[src/rtl/spi_pkg.sv]
// spi_pkg
//   Shared types and constants for the SPI mode-3 slave.
//   state_e     : link state (IDLE = chip select released, ACTIVE = selected)
//   SYNC_STAGES : depth of the input synchronizers
//   FILL_BYTE   : byte shifted out when the transmit buffer is empty
//   MISO_IDLE   : level driven on SPI_MISO outside a byte transfer
package spi_pkg;

  typedef enum logic {
    IDLE   = 1'b0,
    ACTIVE = 1'b1
  } state_e;

  localparam int         SYNC_STAGES = 2;
  localparam logic [7:0] FILL_BYTE   = 8'hFF;
  localparam logic       MISO_IDLE   = 1'b1;

endpackage

[src/rtl/spi_sync_edge.sv]
// spi_sync_edge
//   Brings one asynchronous input into the clk domain through a
//   SYNC_STAGES-deep flop chain and flags its rising and falling edges.
//   Ports:
//     clk   : system clock
//     srst  : synchronous active-high reset (chain and history load RESET_VAL)
//     din   : asynchronous input
//     rise  : one-cycle pulse, synchronized input went 0 -> 1
//     fall  : one-cycle pulse, synchronized input went 1 -> 0
module spi_sync_edge
  import spi_pkg::*;
#(
  parameter logic RESET_VAL = 1'b1
) (
  input  logic clk,
  input  logic srst,
  input  logic din,
  output logic rise,
  output logic fall
);

  logic [SYNC_STAGES-1:0] sync_q, sync_d;
  logic                   prev_q, prev_d;

  always_comb begin
    sync_d = {sync_q[SYNC_STAGES-2:0], din};
    prev_d = sync_q[SYNC_STAGES-1];
  end

  always_ff @(posedge clk) begin
    if (srst) begin
      sync_q <= {SYNC_STAGES{RESET_VAL}};
      // History matches the chain so no spurious edge follows reset.
      prev_q <= RESET_VAL;
    end else begin
      sync_q <= sync_d;
      prev_q <= prev_d;
    end
  end

  assign rise = sync_q[SYNC_STAGES-1] & ~prev_q;
  assign fall = ~sync_q[SYNC_STAGES-1] & prev_q;

endmodule

[src/rtl/spi_slave.sv]
// spi_slave
//   SPI mode-3 (CPOL=1, CPHA=1) byte slave, MSB first, fully synchronous to CLK.
//   Master pins are oversampled, so SCK phases must last at least 4 CLK.
//   Ports:
//     CLK, RST          : system clock, synchronous active-high reset
//     SPI_CS            : chip select from master, active-low, asynchronous
//     SPI_SCK, SPI_MOSI : serial clock (idle high) and data from master
//     SPI_MISO          : registered serial data to master
//     rx_data/rx_valid  : last received byte and its unread flag
//     rx_ack            : consumer read strobe
//     tx_data/tx_load   : next byte to send and its write strobe
//     tx_ready          : transmit buffer empty
//     rx_overrun        : sticky, an unread byte was overwritten
//     tx_underrun       : sticky, a byte started with an empty tx buffer
//     clr_flags         : clears both sticky flags
//     busy              : chip select is active
module spi_slave
  import spi_pkg::*;
(
  input  logic       CLK,
  input  logic       RST,
  input  logic       SPI_CS,
  input  logic       SPI_SCK,
  input  logic       SPI_MOSI,
  output logic       SPI_MISO,
  output logic [7:0] rx_data,
  output logic       rx_valid,
  input  logic       rx_ack,
  input  logic [7:0] tx_data,
  input  logic       tx_load,
  output logic       tx_ready,
  output logic       rx_overrun,
  output logic       tx_underrun,
  input  logic       clr_flags,
  output logic       busy
);

  logic sck_rise, sck_fall, cs_rise, cs_fall;

  spi_sync_edge #(.RESET_VAL(1'b1)) u_sck_sync (
    .clk  (CLK),
    .srst (RST),
    .din  (SPI_SCK),
    .rise (sck_rise),
    .fall (sck_fall)
  );

  spi_sync_edge #(.RESET_VAL(1'b1)) u_cs_sync (
    .clk  (CLK),
    .srst (RST),
    .din  (SPI_CS),
    .rise (cs_rise),
    .fall (cs_fall)
  );

  // MOSI needs no edge detection, only a chain of the same depth so it
  // stays aligned with the synchronized SCK.
  logic [SYNC_STAGES-1:0] mosi_sync_q, mosi_sync_d;
  logic                   mosi_s;

  assign mosi_s = mosi_sync_q[SYNC_STAGES-1];

  state_e     state_q, state_d;
  logic [2:0] bit_cnt_q, bit_cnt_d;
  logic [6:0] rx_shift_q, rx_shift_d;   // first seven bits of the byte in flight
  logic [6:0] tx_shift_q, tx_shift_d;   // bits still to send after the one on MISO
  logic       miso_q, miso_d;
  logic [7:0] rx_data_q, rx_data_d;
  logic       rx_valid_q, rx_valid_d;
  logic [7:0] tx_buf_q, tx_buf_d;
  logic       tx_ready_q, tx_ready_d;
  logic       rx_overrun_q, rx_overrun_d;
  logic       tx_underrun_q, tx_underrun_d;

  logic [7:0] load_val;
  logic       byte_done;
  logic       overrun_set;
  logic       underrun_set;

  always_comb begin
    mosi_sync_d = {mosi_sync_q[SYNC_STAGES-2:0], SPI_MOSI};

    state_d       = state_q;
    bit_cnt_d     = bit_cnt_q;
    rx_shift_d    = rx_shift_q;
    tx_shift_d    = tx_shift_q;
    miso_d        = miso_q;
    rx_data_d     = rx_data_q;
    rx_valid_d    = rx_valid_q;
    tx_buf_d      = tx_buf_q;
    tx_ready_d    = tx_ready_q;
    rx_overrun_d  = rx_overrun_q;
    tx_underrun_d = tx_underrun_q;
    byte_done     = 1'b0;
    overrun_set   = 1'b0;
    underrun_set  = 1'b0;

    load_val = tx_ready_q ? FILL_BYTE : tx_buf_q;

    // A write is only accepted into an empty buffer. Acceptance uses the
    // registered tx_ready, so a write coinciding with an empty-buffer load
    // still lands in the buffer while the shifter gets the fill byte.
    if (tx_load && tx_ready_q) begin
      tx_buf_d   = tx_data;
      tx_ready_d = 1'b0;
    end

    case (state_q)
      IDLE: begin
        if (cs_fall) begin
          state_d   = ACTIVE;
          bit_cnt_d = 3'd0;
          miso_d    = MISO_IDLE;
        end
      end
      ACTIVE: begin
        if (cs_rise) begin
          // Deselect abandons any partial byte in either direction.
          state_d   = IDLE;
          bit_cnt_d = 3'd0;
          miso_d    = MISO_IDLE;
        end else begin
          if (sck_fall) begin
            if (bit_cnt_q == 3'd0) begin
              tx_shift_d = load_val[6:0];
              miso_d     = load_val[7];
              if (tx_ready_q) begin
                underrun_set = 1'b1;
              end else begin
                tx_ready_d = 1'b1;
              end
            end else begin
              miso_d     = tx_shift_q[6];
              tx_shift_d = {tx_shift_q[5:0], 1'b0};
            end
          end
          if (sck_rise) begin
            rx_shift_d = {rx_shift_q[5:0], mosi_s};
            bit_cnt_d  = bit_cnt_q + 3'd1;
            if (bit_cnt_q == 3'd7) begin
              byte_done = 1'b1;
            end
          end
        end
      end
      default: begin
        state_d = IDLE;
      end
    endcase

    if (rx_ack && rx_valid_q) begin
      rx_valid_d = 1'b0;
    end
    if (byte_done) begin
      rx_data_d  = {rx_shift_q, mosi_s};
      rx_valid_d = 1'b1;
      if (rx_valid_q && !rx_ack) begin
        overrun_set = 1'b1;
      end
    end

    // Clear first so a simultaneous set event wins.
    if (clr_flags) begin
      rx_overrun_d  = 1'b0;
      tx_underrun_d = 1'b0;
    end
    if (overrun_set) begin
      rx_overrun_d = 1'b1;
    end
    if (underrun_set) begin
      tx_underrun_d = 1'b1;
    end
  end

  always_ff @(posedge CLK) begin
    if (RST) begin
      mosi_sync_q   <= {SYNC_STAGES{1'b1}};
      state_q       <= IDLE;
      bit_cnt_q     <= 3'd0;
      rx_shift_q    <= 7'd0;
      tx_shift_q    <= 7'd0;
      miso_q        <= MISO_IDLE;
      rx_data_q     <= 8'h00;
      rx_valid_q    <= 1'b0;
      tx_buf_q      <= 8'h00;
      tx_ready_q    <= 1'b1;
      rx_overrun_q  <= 1'b0;
      tx_underrun_q <= 1'b0;
    end else begin
      mosi_sync_q   <= mosi_sync_d;
      state_q       <= state_d;
      bit_cnt_q     <= bit_cnt_d;
      rx_shift_q    <= rx_shift_d;
      tx_shift_q    <= tx_shift_d;
      miso_q        <= miso_d;
      rx_data_q     <= rx_data_d;
      rx_valid_q    <= rx_valid_d;
      tx_buf_q      <= tx_buf_d;
      tx_ready_q    <= tx_ready_d;
      rx_overrun_q  <= rx_overrun_d;
      tx_underrun_q <= tx_underrun_d;
    end
  end

  assign SPI_MISO    = miso_q;
  assign rx_data     = rx_data_q;
  assign rx_valid    = rx_valid_q;
  assign tx_ready    = tx_ready_q;
  assign rx_overrun  = rx_overrun_q;
  assign tx_underrun = tx_underrun_q;
  assign busy        = (state_q == ACTIVE);

endmodule

[config.mk]
export PLATFORM = sky130hd
export DESIGN_NAME = spi_slave
export DESIGN_NICKNAME = d
export VERILOG_FILES = /design/src/rtl/spi_pkg.sv /design/src/rtl/spi_sync_edge.sv /design/src/rtl/spi_slave.sv
export SDC_FILE = /design/constraint.sdc
export NUM_CORES = 1
export LEC_CHECK = 0
export ABC_AREA = 1
export BUFFER_PORTS_ARGS = -buffer_cell sky130_fd_sc_hd__buf_2
export CAP_MARGIN = 20
export CORE_MARGIN = 4
export CORE_UTILIZATION = 35
export CTS_CLUSTER_SIZE = 25
export DETAILED_ROUTE_END_ITERATION = 8
export MAX_ROUTING_LAYER = met4
export PLACE_DENSITY = 0.51
export SYNTH_ARGS = -nofsm -noshare
export SYNTH_HDL_FRONTEND = slang
export SYNTH_SLANG_ARGS = --single-unit
[constraint.sdc]
create_clock -name CLK -period 2.5 [get_ports CLK]
set_input_delay 0.25 -clock CLK [delete_from_list [all_inputs] [get_ports CLK]]
set_output_delay 0.25 -clock CLK [all_outputs]
set_load 0.005 [all_outputs]
==> results of run 1 <==
-- worst max path at each step --
stage | start | to | slack, ps | depth (start not counted)
after floorplan | bit_cnt_q[1] | rx_overrun | 1260 | 7
after global placement | bit_cnt_q[0] | SPI_MISO | 1100 | 8
after detailed placement | bit_cnt_q[0] | SPI_MISO | 1050 | 8
after CTS | bit_cnt_q[0] | SPI_MISO | 1040 | 8
after global routing | bit_cnt_q[0] | SPI_MISO | 860 | 8
final | bit_cnt_q[0] | SPI_MISO | 1060 | 8
-- layer usage --
metal | up-vias | share of wire | track usage
li1 | 843 | - | -
met1 | 689 | 0.49 | 0.154
met2 | 29 | 0.45 | 0.200
met3 | 5 | 0.048 | 0.0362
met4 | 0 | 0.017 | 0.0498
met5 | - | 0 | -
-- cell usage in the layout, fill, tap and decap left out --
cell type  instances
clkinv_2           1
clkbuf_8           6
dfxtp_1           47
o21ai_0           22
nand3_2            2
buf_2             29
nand4_1            1
nand2_4            1
inv_1             17
nand3b_1           8
o21ai_1            1
nand3_1            4
a21oi_1           24
nand2_1           51
nor2_1            46
nor2_2             2
inv_2              2
or2_2              7
ha_1               3
nand2_2            1
nor2_8             1
buf_4              2
-- cell families after synthesis --
logic type | share of synthesized area
AND/OR/NAND/NOR | 0.295
AO/OA/AOI/OAI | 0.123
flip-flops | 0.492
buffers and inverters | 0.0706
adder cells (fa/ha/maj) | 0.0196
-- power groups by stage --
| stage | logic [W] | registers (W) | clock network, W |
|---|---|---|---|
| global route | 0.000108 | 0.000783 | 0.000512 |
| detailed placement | 0.0000931 | 0.000799 | 0 |
| global placement | 0.0000935 | 0.000798 | 0 |
| floorplan | 0.0000664 | 0.000795 | 0 |
| CTS | 0.0000936 | 0.000781 | 0.000481 |
| finish | 0.0000921 | 0.000781 | 0.000461 |
-- final cells by class --
type | instances | area (um2)
Sequential cell | 47 | 941
Fill cell | 565 | 3020
Timing Repair Buffer | 31 | 160
Multi-Input combinational cell | 174 | 837
Clock buffer | 6 | 82.6
Clock inverter | 1 | 5.00
Tap cell | 70 | 87.6
Inverter | 19 | 71.3
-- sequential cells by signal (all words and copies together), names as in the netlist, 2 cells and up --
register / cells
tx_buf_q: 8
rx_shift_q: 7
tx_shift_q: 7
rx_data: 8
u_sck_sync.sync_q: 2
u_cs_sync.sync_q: 2
bit_cnt_q: 3
mosi_sync_q: 2
-- critical path, cell delays in order, from the launching register on --
cell	delay (ps)
dfxtp_1	350
inv_1	60
ha_1	180
nand2_1	330
inv_1	110
nand2_1	80
nand3_1	60
nand2_1	60
nand3_1	50
-- stage by stage --
step | worst slack [ps] | power [W] | cell area [um2] | instances | util
finish | 1060 | 0.00133 | 2180 | 348 | 0.420
global route | 855 | 0.00140 | 2180 | 348 | 0.420
CTS | 1040 | 0.00136 | 2180 | 348 | 0.420
detailed placement | 1050 | 0.000892 | 2100 | 341 | 0.403
global placement | 1100 | 0.000892 | 2100 | 341 | 0.403
floorplan | 1260 | 0.000861 | 1910 | 251 | -
==> results by group, run 1 <==
STA
  • Final Hold Viols: 0
  • Worst hold margin: 134 ps
  • Skew final: 4.82 ps
  • Setup TNS: 0 ps
  • RSZ-0062 raised after global routing: false
  • Fmax achieved: 696 MHz
  • Final setup viols: 0
  • Least-Margin Pin Slew: 760 ps
  • Worst rel slew slack: 0.493
  • Final slew viol count: 0
  • Final period util: 0.574
  • Fin crit period: 1440 ps

Worst setup path
  • FF-to-FF Start: bit_cnt_q[0]
  • Worst path arrival time: 1590 ps
  • R2R cell count: 8
  • Required @ worst endpoint: 2650 ps
  • CP startpoint kind: flop
  • R2R Setup Slk: 1060 ps
  • Worst r2r dst: SPI_MISO
  • WS Path Type: reg -> reg
  • Worst Path Max Fanout: 16
  • Setup crit end kind: flop

Logic synthesis
  • Yosys top cell by area: dfxtp_1
  • EDFF count, synth: 0
  • Post-synth cell types: 23
  • Syn nets: 270
  • Post-synthesis cell area: 0.00191 mm2
  • Synth top area cells: dfxtp_1 (49%), nand2_1 (10%), nor2_1 (9.0%)
  • Main synth FF type: dfxtp_1
  • Most frequent cells after synthesis: nand2_1 (51), dfxtp_1 (47), nor2_1 (46), a21oi_1 (24), o21ai_0 (22)
  • Count leader, synth: nand2_1
  • Mapped Avg Cell Area: 7.62 um2
  • Sequential area share after synthesis: 0.492
  • Share of the synthesized area in the top cell type: 0.492
  • Cells after Synth: 251
  • Synth async-reset ratio: 0
  • Yosys reg bits: 47
  • Synth Warn #: 0

Routing
  • DR vias/cell: 4.50
  • 1st-pass router iterations: 4
  • ANT nets after route: 0
  • Drt wl/cell: 10.8 um
  • Via count: 1,566
  • 1st-iter DRT viols: 62
  • Post-route DRC: 0
  • Total routed wirelength: 3750 um

Final layout
  • Area Overhead vs Synth: 14.2%
  • # diodes: 0
  • Layout cells sized above 1: 0.194
  • Fin nets: 297

Pwr
  • Max rail drop VDD: 254 uV
  • Switching pwr: 0.000311 W
  • P_int: 0.00102 W
  • Combinational power share: 0.069
  • Switching portion of total power: 0.233
  • PwrDens: 610 mW/mm2
  • Static leakage: 0.956 nW
  • Flop pwr share: 0.585
  • Clock Power Share: 0.346

Global routing
  • GRT Total Usage: 0.128
  • Initial antenna violation count: 0
  • Largest net degree at the start of global routing: 27
  • Grt total ovfl: 0
  • Vias in the first global route: 1,476
  • First-pass GRT wire length: 6440 um

Clock network
  • Clock Latency Late Sink: 290 ps
  • CTS resizes: 0
  • Clk pin slew, worst setup/hold paths: 80 ps
  • TritonCTS clock tree: built
  • Post-CTS Setup Repair Bufs: 0
  • Max clock buf depth: 2
  • H-tree depth: 2
  • Clock sink total: 47
  • Cts hold-fix bufs: 0
  • Root Driver: clkbuf_8
  • Num CTS Buffers: 5

Floorplan
  • Chip width: 81.9 um
  • Area of the die: 0.00671 mm2
  • Ports: 30
  • Die height: 81.9 um
  • Row cnt: 26
  • Core ar.: 0.00520 mm2
  • Initial Util: 0.368

Hold path
  • Worst hold stages: 2
  • Min-Delay Endpoint: u_cs_sync.sync_q[0]
  • Tightest Hold Check Type: in -> reg
  • Hold path start: SPI_CS

Run
  • Max-Cap Viols: 0

Placement
  • Post-DP HPWL: 2580 um
  • Placer Congestion: 0.722
  • Port Buf Inserts: 29

Run status
  • Status: complete, no violations
(Power assumes the default switching activity.)
==> run 2: changes to the inputs <==
Settings changed: ABC_AREA 1 to 0, PLACE_DENSITY 0.51 to 0.53.
Clock period 2.5 ns to 1.2 ns, I/O delays scaled along.
==> results by group, run 2 <==
Clock network
  • Clk pin slew, worst setup/hold paths: 90 ps (about the same)
  • H-tree depth: 2 (unchanged)
  • Root Driver: clkbuf_8
  • TritonCTS clock tree: built
  • Clock Latency Late Sink: 300 ps (about the same)
  • Clock sink total: 47 (unchanged)
  • Max clock buf depth: 2 (unchanged)
  • Num CTS Buffers: 5 (unchanged)

Logic synthesis
  • Syn nets: 222 (-18%)
  • EDFF count, synth: 0 (unchanged)
  • Cells after Synth: 203 (-19%)
  • Post-synth cell types: 37 (+61%)
  • Count leader, synth: dfxtp_1
  • Most frequent cells after synthesis: dfxtp_1 (47), nand2_1 (34), a21oi_1 (28), nand3_1 (19), inv_1 (9)
  • Sequential area share after synthesis: 0.511 (+0.0187)
  • Synth async-reset ratio: 0 (unchanged)
  • Yosys reg bits: 47 (unchanged)
  • Mapped Avg Cell Area: 9.08 um2 (+19%)
  • Share of the synthesized area in the top cell type: 0.511 (+0.0187)
  • Main synth FF type: dfxtp_1
  • Synth top area cells: dfxtp_1 (51%), a21oi_1 (7.6%), nand2_1 (6.9%)
  • Synth Warn #: 0 (unchanged)
  • Yosys top cell by area: dfxtp_1
  • Post-synthesis cell area: 0.00184 mm2 (-3.7%)

Final layout
  • Area Overhead vs Synth: 37.3%
  • Most frequent cells in the layout: dfxtp_1 (41), buf_2 (29), nand2_1 (26), a21oi_1 (26), nand3_1 (13)
  • # diodes: 0 (unchanged)
  • Number of fill cells: 482 (-15%)
  • Design area: 0.00253 mm2 (+16%)
  • Layout cells sized above 1: 0.464 (+0.270)
  • Area of the multi-input gates: 0.00104 mm2 (+24%)
  • Fin nets: 270 (-9.1%)
  • Fin util: 0.495 (+0.0756)
  • Flip-flop and latch area: 948 um2 (+0.80%)
  • Commonest non-fill, non-tap cell in the layout: dfxtp_1

STA
  • Worst rel slew slack: 0.684 (+0.192)
  • Final WS setup: -89.9 ps (-1150 ps)
  • Final setup viols: 20 (+20)
  • Final period util: 1.07 (+0.500)
  • RSZ-0062 raised after global routing: true
  • Skew final: 5.49 ps (+0.671 ps)
  • Fmax achieved: 775 MHz (+11%)
  • Least-Margin Pin Slew: 473 ps (-287 ps)
  • Fin crit period: 1290 ps (-146 ps)
  • Worst hold margin: 63.4 ps (-70.7 ps)
  • Final Hold Viols: 0 (unchanged)
  • Final slew viol count: 0 (unchanged)

Floorplan
  • Chip width: 80.6 um (-1.7%)
  • Area of the die: 0.00649 mm2 (-3.3%)
  • Ports: 30 (unchanged)
  • Core ar.: 0.00511 mm2 (-1.9%)
  • Die height: 80.6 um (-1.7%)
  • Row cnt: 26 (unchanged)
  • Initial Util: 0.361 (-0.00670)

Global routing
  • Initial antenna violation count: 0 (unchanged)
  • GRT Total Usage: 0.144 (+0.0162)
  • Grt total ovfl: 0 (unchanged)
  • Largest net degree at the start of global routing: 28 (+3.7%)
  • Vias in the first global route: 1,459 (-1.2%)
  • First-pass GRT wire length: 7020 um (+9.0%)

Routing
  • Total routed wirelength: 4220 um (+12%)
  • Drt wl/cell: 13.1 um (+21%)
  • ANT nets after route: 0 (unchanged)
  • DR vias/cell: 4.82 (+7.0%)
  • 1st-pass router iterations: 4 (unchanged)
  • Via count: 1,551 (-0.96%)
  • 1st-iter DRT viols: 67 (+8.1%)
  • Post-route DRC: 0 (unchanged)

Run status
  • Status: finished, violations left
  • Failing checks: negative setup slack

Placement
  • Port Buf Inserts: 29 (unchanged)
  • Post-Place Worst Slack: -254 ps (-1310 ps)
  • DP Area: 0.00213 mm2 (+1.6%)
  • Post-DP HPWL: 2630 um (+1.8%)
  • Placer Congestion: 0.669 (-7.4%)

Pwr
  • PwrDens: 1070 mW/mm2 (+75%)
  • Static leakage: 0.945 nW (-1.2%)
  • Max rail drop VDD: 716 uV (+180%)
  • Total power: 0.00271 W (+100%)

Worst setup path
  • CP startpoint kind: flop
  • Worst Path Max Fanout: 7 (-9)
  • FF-to-FF Start: bit_cnt_q[1]
  • Critical Path Start: bit_cnt_q[1]
  • WS Path Type: reg -> reg
  • Worst path arrival time: 1490 ps (-100 ps)
  • Setup crit end kind: flop
  • Required @ worst endpoint: 1400 ps (-1250 ps)

Hold path
  • Hold path start: tx_data[6]
  • Tightest Hold Check Type: in -> reg

Run
  • Max-Cap Viols: 0 (unchanged)
-- run 2: cell type report --
cell class              count  share of cell area
well taps                  70              0.0346
repair buffers             48               0.134
multi-input cells         140               0.410
inverters                   9              0.0134
clock inverters             3             0.00593
flip-flops and latches     47               0.375
clock buffers               5              0.0272
-- run 2: kinds of logic after synthesis --
kind of cell | after synthesis | share of synthesized area
AO/OA/AOI/OAI | 48 | 0.168
adder cells (fa/ha/maj) | 3 | 0.0204
buffers and inverters | 20 | 0.0543
AND/OR/NAND/NOR | 85 | 0.246
flip-flops | 47 | 0.511
-- run 2: path summary, 6_finish.rpt --
kind                           to  slack [ps]  cells past startpoint
max reg2reg         tx_shift_q[2]         -90                      6
min reg2reg  u_sck_sync.sync_q[1]         410                      1
min                   tx_buf_q[6]          60                      3
max                 tx_shift_q[2]         -90                      6
-- run 2: routing by layer --
metal	vias to the layer above	track usage	wire [um]
met3	5	0.0370	149
met2	22	0.204	1910
met1	723	0.197	2090
li1	801	-	-
met4	0	0.0507	63
met5	-	-	0
-- run 2: power by group --
group          internal [W]  switching [W]  total [W]
combinational     0.0000896       0.000101   0.000191
sequential          0.00159      0.0000219    0.00162
clock              0.000399       0.000503   0.000902
-- run 2: repair_timing --
action | 4_1_cts | 5_1_grt
setup buffers | 3 | 1
gates cloned | 4 | 0
gates resized for setup | 37 | 16
pin swaps | 26 | 8
hold buffers | 3 | 0
endpoints found under the hold margin | 3 | 0
endpoints found under the setup margin | 29 | 29
-- run 2: per-stage QoR --
step	setup TNS, ps	std cells
floorplan	-469	203
global placement	-2250	304
detailed placement	-2670	304
CTS	-876	322
global route	-2530	322
finish	-1080	322
-- run 2: worst max-delay path: stages (launching register included) --
cell and delay [ps]:
dfxtp_2 340, inv_2 60, ha_4 110, and2b_2 180, nand4_1 100, buf_6 160
o221a_4 250
==> run 3: changes to the inputs <==
Settings changed: CORE_UTILIZATION 35 to 49, PLACE_DENSITY 0.53 to 0.71.
==> results by group, run 3 (same netlist as run 2, synthesis figures left out) <==
Final layout
  • Fin util: 0.714 (+0.218)
  • Commonest non-fill, non-tap cell in the layout: dfxtp_1
  • Area Overhead vs Synth: 41.8%
  • Layout cells sized above 1: 0.522 (+0.0575)
  • Fin nets: 271 (+0.37%)
  • Number of fill cells: 283 (-41%)
  • Most frequent cells in the layout: dfxtp_1 (44), buf_2 (29), nand2_1 (19)
  • # diodes: 0 (unchanged)

Worst setup path
  • Required @ worst endpoint: 1390 ps (about the same)
  • WS Path Type: reg -> reg
  • Worst path arrival time: 1540 ps (+50 ps)
  • Worst Path Max Fanout: 7 (unchanged)
  • CP startpoint kind: flop
  • Setup crit end kind: flop

Floorplan
  • Row cnt: 22 (-15%)
  • Core ar.: 0.00366 mm2 (-28%)
  • Chip width: 69.3 um (-14%)
  • Ports: 30 (unchanged)
  • Die height: 69.3 um (-14%)
  • Area of the die: 0.00481 mm2 (-26%)
  • Initial Util: 0.503 (+0.143)

STA
  • Least-Margin Pin Slew: 698 ps (+225 ps)
  • Final WS setup: -152 ps (-62.0 ps)
  • Fmax achieved: 740 MHz (-4.6%)
  • Final slew viol count: 0 (unchanged)
  • Worst rel slew slack: 0.535 (-0.150)
  • Final Hold Viols: 0 (unchanged)
  • Worst hold margin: 66.5 ps (+3.09 ps)
  • RSZ-0062 raised after global routing: true
  • Fin crit period: 1350 ps (+62.0 ps)
  • Skew final: 5.43 ps (-0.0598 ps)
  • Final period util: 1.13 (+0.0517)
  • Setup TNS: -1170 ps (-93.6 ps)
  • Final setup viols: 17 (-15%)

Clock network
  • Num CTS Buffers: 5 (unchanged)
  • Max clock buf depth: 2 (unchanged)
  • Clock Latency Late Sink: 290 ps (about the same)
  • H-tree depth: 2 (unchanged)
  • Clk pin slew, worst setup/hold paths: 80 ps (about the same)
  • Clock sink total: 47 (unchanged)
  • TritonCTS clock tree: built
  • Root Driver: clkbuf_8

Pwr
  • Flop pwr share: 0.540 (-0.057)
  • Static leakage: 0.966 nW (+2.3%)
  • P_int: 0.00236 W (+13%)
  • PwrDens: 1150 mW/mm2 (+7.0%)
  • Combinational power share: 0.066 (-0.004)
  • Max rail drop VDD: 964 uV (+35%)
  • Switching pwr: 0.000635 W (+1.5%)
  • Clock Power Share: 0.394 (+0.061)
  • Switching portion of total power: 0.212 (-0.0190)

Run
  • Max-Cap Viols: 0 (unchanged)

Routing
  • 1st-iter DRT viols: 103 (+54%)
  • Drt wl/cell: 14.4 um (+10%)
  • Post-route DRC: 0 (unchanged)
  • ANT nets after route: 0 (unchanged)
  • Total routed wirelength: 4350 um (+3.1%)
  • Via count: 1,597 (+3.0%)
  • DR vias/cell: 5.31 (+10%)
  • 1st-pass router iterations: 4 (unchanged)

Global routing
  • Largest net degree at the start of global routing: 38 (+36%)
  • Grt total ovfl: 0 (unchanged)
  • First-pass GRT wire length: 7020 um (unchanged)
  • Initial antenna violation count: 0 (unchanged)
  • GRT Total Usage: 0.186 (+0.0421)
  • Vias in the first global route: 1,506 (+3.2%)

Run status
  • Status: finished, violations left
  • Failing checks: negative setup slack

Placement
  • Post-DP HPWL: 2440 um (-7.4%)
  • Port Buf Inserts: 29 (unchanged)
  • Placer Congestion: 0.730 (+9.1%)

Hold path
  • Tightest Hold Check Type: in -> reg
## run 3: cell count changes in the layout (fill, tap and decap cells not counted), moves of 2 or more
cell      delta
a21oi_1      -9
nand3_1      -3
a21oi_2      +9
clkinv_2     -2
nand2_2      +7
nand2_1      -7
nand3_2      +3
dfxtp_1      +3
dfxtp_2      -3
## run 3: worst paths after layout
kind                        from             endpoint  slack, ps  depth (start not counted)
max                 bit_cnt_q[1]        tx_shift_q[2]       -150                          6
min                   tx_data[2]          tx_buf_q[2]         70                          3
max reg2reg         bit_cnt_q[1]        tx_shift_q[2]       -150                          6
min reg2reg  u_cs_sync.sync_q[0]  u_cs_sync.sync_q[1]        410                          1
## run 3: final cells by class
type                    count  area [um2]  share of cell area
clock buffers               6        82.6              0.0316
clock inverters             2        35.0              0.0134
inverters                   9        33.8              0.0129
multi-input cells         140        1100               0.422
flip-flops and latches     47         945               0.362
well taps                  48        60.1              0.0230
repair buffers             49         354               0.136
## run 3: worst max-delay path, stage by stage, from the launching register on
cell	delay (ps)
dfxtp_2	330
inv_2	60
ha_4	110
and2b_2	180
nand4_1	130
buf_6	170
o221a_4	260
## run 3: through the flow
step	power, W	instance area (um2)	instances	setup slack (ps)
6_report	0.00299	2610	301	-152
5_1_grt	0.00310	2610	301	-190
4_1_cts	0.00299	2420	297	-114
3_5_place_dp	0.00181	2100	280	-223
3_3_place_gp	0.00180	2100	280	-183
2_1_floorplan	0.00174	1870	203	-106
## run 3: what timing repair did
action	in CTS	in global routing
hold buffers	3	0
pin swaps	16	43
cloned	4	0
resized for setup	26	40
endpoints found under the setup margin	29	31
buffers inserted	2	4
endpoints found under the hold margin	3	0
## run 3: power by group through the flow
stage | logic [W] | clock network, W | registers, W
floorplan | 0.0000967 | 0 | 0.00164
global placement | 0.000154 | 0 | 0.00165
detailed placement | 0.000157 | 0 | 0.00165
CTS | 0.000180 | 0.00120 | 0.00161
global route | 0.000219 | 0.00126 | 0.00162
finish | 0.000199 | 0.00118 | 0.00162
## run 3: layer usage
metal	up-vias	part of all wire	track usage	wire, um
met5	-	0	-	0
met4	0	0.0062	0.0651	27
met3	2	0.040	0.0464	172
met2	37	0.47	0.280	2020
met1	750	0.49	0.244	2130
li1	808	-	-	-
